## src/rtl/risc32_bus_arbiter.sv

```systemverilog
`default_nettype none
// ============================================================================
// Module      : risc32_bus_arbiter
// Description : Shares the external memory bus between instruction fetch and
//               the MEM-stage data port. MEM accesses win over fetches. Raises
//               per-stage stall requests until each access completes and can
//               abandon an in-flight fetch when the pipeline is flushed.
//               Optional bus watchdog is built when BUS_TIMEOUT_EN is defined.
// Revision    : 1.0 - initial release
// ============================================================================
module risc32_bus_arbiter #(
    parameter int TIMEOUT_CYCLES = 255
) (
    input  logic        clk,
    input  logic        rst,
    input  logic        flush_i,
    input  logic        if_req_i,
    input  logic [31:0] if_addr_i,
    output logic [31:0] if_rdata_o,
    output logic        if_ack_o,
    input  logic        mem_req_i,
    input  logic        mem_we_i,
    input  logic [3:0]  mem_sel_i,
    input  logic [31:0] mem_addr_i,
    input  logic [31:0] mem_wdata_i,
    output logic [31:0] mem_rdata_o,
    output logic        mem_ack_o,
    output logic        bus_req_o,
    output logic        bus_we_o,
    output logic [3:0]  bus_sel_o,
    output logic [31:0] bus_addr_o,
    output logic [31:0] bus_wdata_o,
    input  logic [31:0] bus_rdata_i,
    input  logic        bus_ack_i,
    output logic        stallreq_if_o,
    output logic        stallreq_mem_o
`ifdef BUS_TIMEOUT_EN
    ,
    output logic        bus_err_o
`endif
);

    localparam logic [1:0] c_IDLE       = 2'd0;
    localparam logic [1:0] c_IF_BUSY    = 2'd1;
    localparam logic [1:0] c_MEM_BUSY   = 2'd2;
    localparam logic [1:0] c_IF_DISCARD = 2'd3;

    localparam logic [31:0] c_ERR_DATA = 32'hFFFF_FFFF;

    // A watchdog limit of zero could never be reached by the counter.
    if (TIMEOUT_CYCLES < 1) begin : g_timeout_check
        $error("TIMEOUT_CYCLES must be at least 1");
    end

    logic [1:0]  r_state, w_state;
    logic        r_bus_req, w_bus_req;
    logic        r_bus_we, w_bus_we;
    logic [3:0]  r_bus_sel, w_bus_sel;
    logic [31:0] r_bus_addr, w_bus_addr;
    logic [31:0] r_bus_wdata, w_bus_wdata;
    logic [31:0] r_if_rdata, w_if_rdata;
    logic [31:0] r_mem_rdata, w_mem_rdata;
    logic        r_if_ack, w_if_ack;
    logic        r_mem_ack, w_mem_ack;
    logic        w_tmo_hit;

`ifdef BUS_TIMEOUT_EN
    localparam int c_CNT_W = ($clog2(TIMEOUT_CYCLES + 1) > 8) ? $clog2(TIMEOUT_CYCLES + 1) : 8;
    localparam logic [c_CNT_W-1:0] c_TMO_LIMIT = c_CNT_W'(TIMEOUT_CYCLES);

    logic [c_CNT_W-1:0] r_tmo_cnt;
    logic               r_bus_err;
    logic               w_bus_err;

    // The cycle that would bring the count up to the limit forces completion.
    assign w_tmo_hit = (r_state != c_IDLE) && ((r_tmo_cnt + 1'b1) == c_TMO_LIMIT);

    // Error pulse only when the watchdog actually ends the transaction; a flush
    // in IF_BUSY diverts to IF_DISCARD instead of completing.
    assign w_bus_err = w_tmo_hit && !bus_ack_i &&
                       !((r_state == c_IF_BUSY) && flush_i);

    // Watchdog counter: cleared on entering a busy state, counts stalled cycles.
    always_ff @(posedge clk) begin
        if (rst) begin
            r_tmo_cnt <= '0;
            r_bus_err <= 1'b0;
        end else begin
            r_bus_err <= w_bus_err;
            if ((w_state != r_state) && (w_state != c_IDLE)) begin
                r_tmo_cnt <= '0;
            end else if ((r_state != c_IDLE) && !bus_ack_i) begin
                r_tmo_cnt <= r_tmo_cnt + 1'b1;
            end
        end
    end

    assign bus_err_o = r_bus_err;
`else
    assign w_tmo_hit = 1'b0;
`endif

    // Next-state and next-register logic for the arbitration FSM.
    always_comb begin
        w_state     = r_state;
        w_bus_req   = r_bus_req;
        w_bus_we    = r_bus_we;
        w_bus_sel   = r_bus_sel;
        w_bus_addr  = r_bus_addr;
        w_bus_wdata = r_bus_wdata;
        w_if_rdata  = r_if_rdata;
        w_mem_rdata = r_mem_rdata;
        w_if_ack    = 1'b0;
        w_mem_ack   = 1'b0;

        case (r_state)
            c_IDLE: begin
                // Ack-pulse gating keeps a still-held request from re-issuing.
                if (mem_req_i && !r_mem_ack) begin
                    w_bus_req   = 1'b1;
                    w_bus_we    = mem_we_i;
                    w_bus_sel   = mem_sel_i;
                    w_bus_addr  = mem_addr_i;
                    w_bus_wdata = mem_wdata_i;
                    w_state     = c_MEM_BUSY;
                end else if (if_req_i && !r_if_ack && !flush_i) begin
                    w_bus_req  = 1'b1;
                    w_bus_we   = 1'b0;
                    w_bus_sel  = 4'hF;
                    w_bus_addr = if_addr_i;
                    w_state    = c_IF_BUSY;
                end
            end

            c_MEM_BUSY: begin
                if (bus_ack_i || w_tmo_hit) begin
                    w_bus_req = 1'b0;
                    w_bus_we  = 1'b0;
                    w_bus_sel = 4'h0;
                    if (!r_bus_we) begin
                        w_mem_rdata = bus_ack_i ? bus_rdata_i : c_ERR_DATA;
                    end
                    w_mem_ack = 1'b1;
                    w_state   = c_IDLE;
                end
            end

            c_IF_BUSY: begin
                if (bus_ack_i) begin
                    w_bus_req = 1'b0;
                    w_bus_we  = 1'b0;
                    w_bus_sel = 4'h0;
                    if (!flush_i) begin
                        w_if_rdata = bus_rdata_i;
                        w_if_ack   = 1'b1;
                    end
                    w_state = c_IDLE;
                end else if (flush_i) begin
                    // The bus cycle cannot be aborted; wait it out silently.
                    w_state = c_IF_DISCARD;
                end else if (w_tmo_hit) begin
                    w_bus_req  = 1'b0;
                    w_bus_we   = 1'b0;
                    w_bus_sel  = 4'h0;
                    w_if_rdata = c_ERR_DATA;
                    w_if_ack   = 1'b1;
                    w_state    = c_IDLE;
                end
            end

            c_IF_DISCARD: begin
                if (bus_ack_i || w_tmo_hit) begin
                    w_bus_req = 1'b0;
                    w_bus_we  = 1'b0;
                    w_bus_sel = 4'h0;
                    w_state   = c_IDLE;
                end
            end

            default: w_state = c_IDLE;
        endcase
    end

    // State and output registers.
    always_ff @(posedge clk) begin
        if (rst) begin
            r_state     <= c_IDLE;
            r_bus_req   <= 1'b0;
            r_bus_we    <= 1'b0;
            r_bus_sel   <= 4'h0;
            r_bus_addr  <= 32'h0;
            r_bus_wdata <= 32'h0;
            r_if_rdata  <= 32'h0;
            r_mem_rdata <= 32'h0;
            r_if_ack    <= 1'b0;
            r_mem_ack   <= 1'b0;
        end else begin
            r_state     <= w_state;
            r_bus_req   <= w_bus_req;
            r_bus_we    <= w_bus_we;
            r_bus_sel   <= w_bus_sel;
            r_bus_addr  <= w_bus_addr;
            r_bus_wdata <= w_bus_wdata;
            r_if_rdata  <= w_if_rdata;
            r_mem_rdata <= w_mem_rdata;
            r_if_ack    <= w_if_ack;
            r_mem_ack   <= w_mem_ack;
        end
    end

    assign bus_req_o      = r_bus_req;
    assign bus_we_o       = r_bus_we;
    assign bus_sel_o      = r_bus_sel;
    assign bus_addr_o     = r_bus_addr;
    assign bus_wdata_o    = r_bus_wdata;
    assign if_rdata_o     = r_if_rdata;
    assign mem_rdata_o    = r_mem_rdata;
    assign if_ack_o       = r_if_ack;
    assign mem_ack_o      = r_mem_ack;
    assign stallreq_if_o  = if_req_i && !r_if_ack;
    assign stallreq_mem_o = mem_req_i && !r_mem_ack;

endmodule
`default_nettype wire

```

## config.mk

```make
export PLATFORM = sky130hd
export DESIGN_NAME = risc32_bus_arbiter
export DESIGN_NICKNAME = d
export VERILOG_FILES = /design/src/rtl/risc32_bus_arbiter.sv
export SDC_FILE = /design/constraint.sdc
export NUM_CORES = 1
export LEC_CHECK = 0
export CORE_MARGIN = 1.5
export CORE_UTILIZATION = 31
export DETAILED_ROUTE_END_ITERATION = 12
export SLEW_MARGIN = 15
export SYNTH_ARGS = -nofsm -noshare
export SYNTH_HDL_FRONTEND = slang
export SYNTH_SLANG_ARGS = --single-unit
```

## constraint.sdc

```tcl
create_clock -name clk -period 1.9 [get_ports clk]
set_clock_uncertainty 0.05 [all_clocks]
set_input_delay 0.19 -clock clk [delete_from_list [all_inputs] [get_ports clk]]
set_output_delay 0.19 -clock clk [all_outputs]
set_load 0.01 [all_outputs]
```

==> impl_summary.md <==
Layout
Relative to the synthesized area, the layout overhead comes to 65.91%. The area of all sequential standard cells is approximately 0.0028 mm². For this run, the number of standard cells in the final layout without fillers is ~1200. The net count of the finished layout is 1060. The final-layout fill cell count is between 1500 and 2000. 0 antenna diodes ended up in the layout. The fraction of final layout cells with drive strength greater than 1 is 11.15%.

The most common cell after layout, fill and taps aside is sky130_fd_sc_hd__clkdlybuf4s50_1. In the layout the commonest cells are 275 x sky130_fd_sc_hd__clkdlybuf4s50_1, 192 x sky130_fd_sc_hd__nand2_1, 138 x sky130_fd_sc_hd__dfxtp_1. The multi-input combinational cells in the finished layout cover a total of approximately 0.0023 mm².

Global route
The number of antenna violations at the first check in global routing was 0. Entering global routing, the biggest net connects 63 pins. The met3 capacity usage during global routing is 6.711%. Summed over all layers, the global routing overflow is 0. The layer flagged by global routing as most heavily used is met2. The via count of the first global-routing pass is 5095. The aggregate global-route resource usage is 19.92%. The wire length of the first global-routing pass is 28420 µm. The met2 layer usage reported by global route is 31.85%. Global routing consumed, on the met1 layer, 24.99% of the routing resources.

Setup path
The startpoint identified for the worst register-to-register timing path is if_ack_o. The required time of the worst setup path is 1.66 ns. The critical-path maximum fanout is 6.

The type of origin of the critical path is a flip-flop. In this run the worst setup path terminates at stallreq_mem_o. The number of cells on the worst reg-to-reg path is 4. The worst setup path is captured at a primary output. The largest single stage delay on the critical path is between 0.5 and 0.6 ns.

In this run the number of cells on the critical path is 3. The library cell contributing the largest single delay on the critical path is sky130_fd_sc_hd__clkdlybuf4s50_1. The cell family contributing the most delay on the critical path is buffers and inverters. The classification of the worst setup path is flip-flop to primary output. At the worst endpoint, the arrival time is around 1.6 ns. The total buffers and inverters traversed by the critical path is 2. Traced cell by cell, the critical path runs through nand2b_1 -> inv_4 -> clkdlybuf4s50_1. The worst-case register-to-register setup slack is 0.33 ns. The endpoint of the lowest-slack register-to-register path is bus_addr_o[2]. In this run the worst setup path begins at mem_ack_o.

Die
Row generation in the floorplan step produced 48 rows. The horizontal extent of the die is ~140 µm. The number of primary I/O pins is 277. The floorplan step set the die height to 136.4 µm.

The initial core utilization is between 30% and 40%. The region available for standard cell placement spans 0.01736 mm². The die covers 0.01861 mm².

STA
The hold violation count in the final report came to 0. The ratio of final minimum period to clock period is 95.49%. The upper clock frequency limit is 551.2 MHz. Setup violations remaining at the end of the flow were counted as 0. The sum of negative setup slack is 0 ns. The number of slew-limit violations in the final report is 0. The smallest clock period supported by the final layout is computed as 1.814 ns. For the pin with the worst max-slew slack, the measured transition is 0.4181 ns. The worst path meets setup with 0.08564 ns of slack. Setup repair after global routing left no endpoint under its margin. The max-slew headroom at the worst pin is 72.09%.

Synth
The combined area of all synthesized cells is 0.005517 mm². The largest total area in the synthesized netlist belongs to sky130_fd_sc_hd__dfxtp_1. In this run the mean area of a mapped cell was 8.422 µm².

The async set or reset register ratio after synthesis is 0%. The number of flops mapped to enable cells by yosys is 0. Counting every instance in the synthesized netlist gives 655. The netlist uses 31 different library cells. When the netlist entered floorplanning its net count stood at 794. Counting flops and latches in the post-synthesis netlist gives 138. The portion of synthesized cell area occupied by the leading cell type is 50.08%. By area the synthesized netlist is led by sky130_fd_sc_hd__dfxtp_1 50%, sky130_fd_sc_hd__nand2_1 13%, sky130_fd_sc_hd__a21oi_1 8.9%, sky130_fd_sc_hd__a221oi_1 5.1%, sky130_fd_sc_hd__or3b_2 5.1%. The post-synthesis sequential area ratio is between 50% and 60%.

The synthesis warning total is 0. The prevailing post-synth register cell is sky130_fd_sc_hd__dfxtp_1.

Clock network
CTS built an H-tree with a depth of 4. The number of clock buffers added by TritonCTS is 17. The tree is rooted in a sky130_fd_sc_hd__clkbuf_16.

TritonCTS built the clock tree. The clock reaches the later pin of the worst-skew pair after 0.42 ns. In this run the deepest clock path goes through 2 buffers. After clock tree synthesis, the repair step resized 0 gates.

The tree built by TritonCTS fans out to 138 sinks. The clock-pin slew on the worst setup and hold paths is 0.06 ns.

Drt
The first detailed-routing pass ran for 4 iterations. The number of DRC markers after the initial detailed-route iteration is 206. After detailed routing, the total wire length is 18700 µm. In the routed design, unresolved DRC markers number 0.

The number of nets with antenna violations after detailed routing is 0. The via total after detailed routing is between 5000 and 6000. The routed via count divided by cell count is 4.705. The routed wirelength normalized by instance count is 16.15 µm.

Placed design
The placement-stage worst setup slack is 0.008414 ns. The detailed placer's ending HPWL is 13100 µm. Routability-driven placement finished with a final weighted congestion of approximately 0.84. The count of buffers from port buffering is 276. The number of instances in the placed design is ~1100.

Outcome
The flow ran to the end, and the final reports show no timing, DRC or antenna violations.

Power and ir drop
The peak supply drop is 0.6308 mV. The analysis attributes to cell leakage a power of roughly 3.3 nW. The overall power after layout is just under 8 mW. For this design the ratio of total power to cell area is approximately 840 mW/mm².

Job
The number of violations of the max-capacitance limit is 0.

Min path
The tightest min-delay check is of the input pin to flip-flop type.
[stage by stage]
stage | utilization (%) | area, µm² | hold WS, ns
4_1_cts | 52.69 | 9145 | 0.05393
3_3_place_gp | 49.47 | 8587 | 0.3906
2_1_floorplan | - | 5517 | 0.2760
5_1_grt | 52.73 | 9153 | 0.07613
6_report | 52.73 | 9153 | 0.07480
3_5_place_dp | 49.47 | 8587 | 0.3957
[synth_stat cells, types with 2 or more instances]
cell                        number
sky130_fd_sc_hd__nand2b_1        6
sky130_fd_sc_hd__buf_6           9
sky130_fd_sc_hd__inv_1          33
sky130_fd_sc_hd__a221oi_1       32
sky130_fd_sc_hd__buf_2          17
sky130_fd_sc_hd__o31ai_1        32
sky130_fd_sc_hd__nand2_1       192
sky130_fd_sc_hd__o32ai_1         4
sky130_fd_sc_hd__clkbuf_1       34
sky130_fd_sc_hd__a21oi_1        98
sky130_fd_sc_hd__o21ai_0         2
sky130_fd_sc_hd__nor4bb_1        2
sky130_fd_sc_hd__dfxtp_1       138
sky130_fd_sc_hd__or3b_2         32
sky130_fd_sc_hd__nand4bb_1       2
sky130_fd_sc_hd__nor2_1          7
[state kept, by name (all words and copies together) (netlist names)]
| name | count |
|---|---|
| bus_addr_o | 32 |
| bus_wdata_o | 32 |
| if_rdata_o | 32 |
| mem_rdata_o | 32 |
| bus_sel_o | 4 |
| r_state | 2 |
| bus_req_o | 1 |
| bus_we_o | 1 |
| if_ack_o | 1 |
| mem_ack_o | 1 |
[worst min path at each step]
stage | start | end | cells past startpoint
6_report | rst | bus_wdata_o[16] | 2
4_1_cts | rst | bus_wdata_o[16] | 2
3_3_place_gp | if_rdata_o[27] | if_rdata_o[27] | 2
5_1_grt | rst | bus_wdata_o[15] | 2
2_1_floorplan | mem_wdata_i[0] | bus_wdata_o[0] | 2
3_5_place_dp | mem_rdata_o[7] | mem_rdata_o[7] | 2
[cells by family after synthesis]
group,after synthesis,share of synthesized area [%]
AND/OR/NAND/NOR,249,21.59
flip-flops,138,50.08
AO/OA/AOI/OAI,173,20.14
buffers and inverters,95,8.188
[metal layers]
layer	vias up	part of all wire [%]	wire [µm]
met1	2516	44	8145
met2	158	48	8977
met3	14	7.3	1362
li1	2760	-	-
met4	0	1.1	215
met5	-	0	0
[where the power goes]
part	switching (mW)	internal [mW]
sequential	0.0918	3.07
combinational	0.590	0.792
clock	1.31	1.83
[final cells by class]
type	count	share of cell area, %
inverters	34	1.422
clock buffers	18	4.798
clock inverters	13	1.299
multi-input cells	422	25.48
flip-flops and latches	138	30.18
repair buffers	308	33.74
well taps	225	3.076
[repair_timing]
item	CTS	global route
endpoints found under the setup margin	0	1
hold buffers	0	0
buffers inserted	0	1
Note: power is estimated with default switching activity, not from simulation.
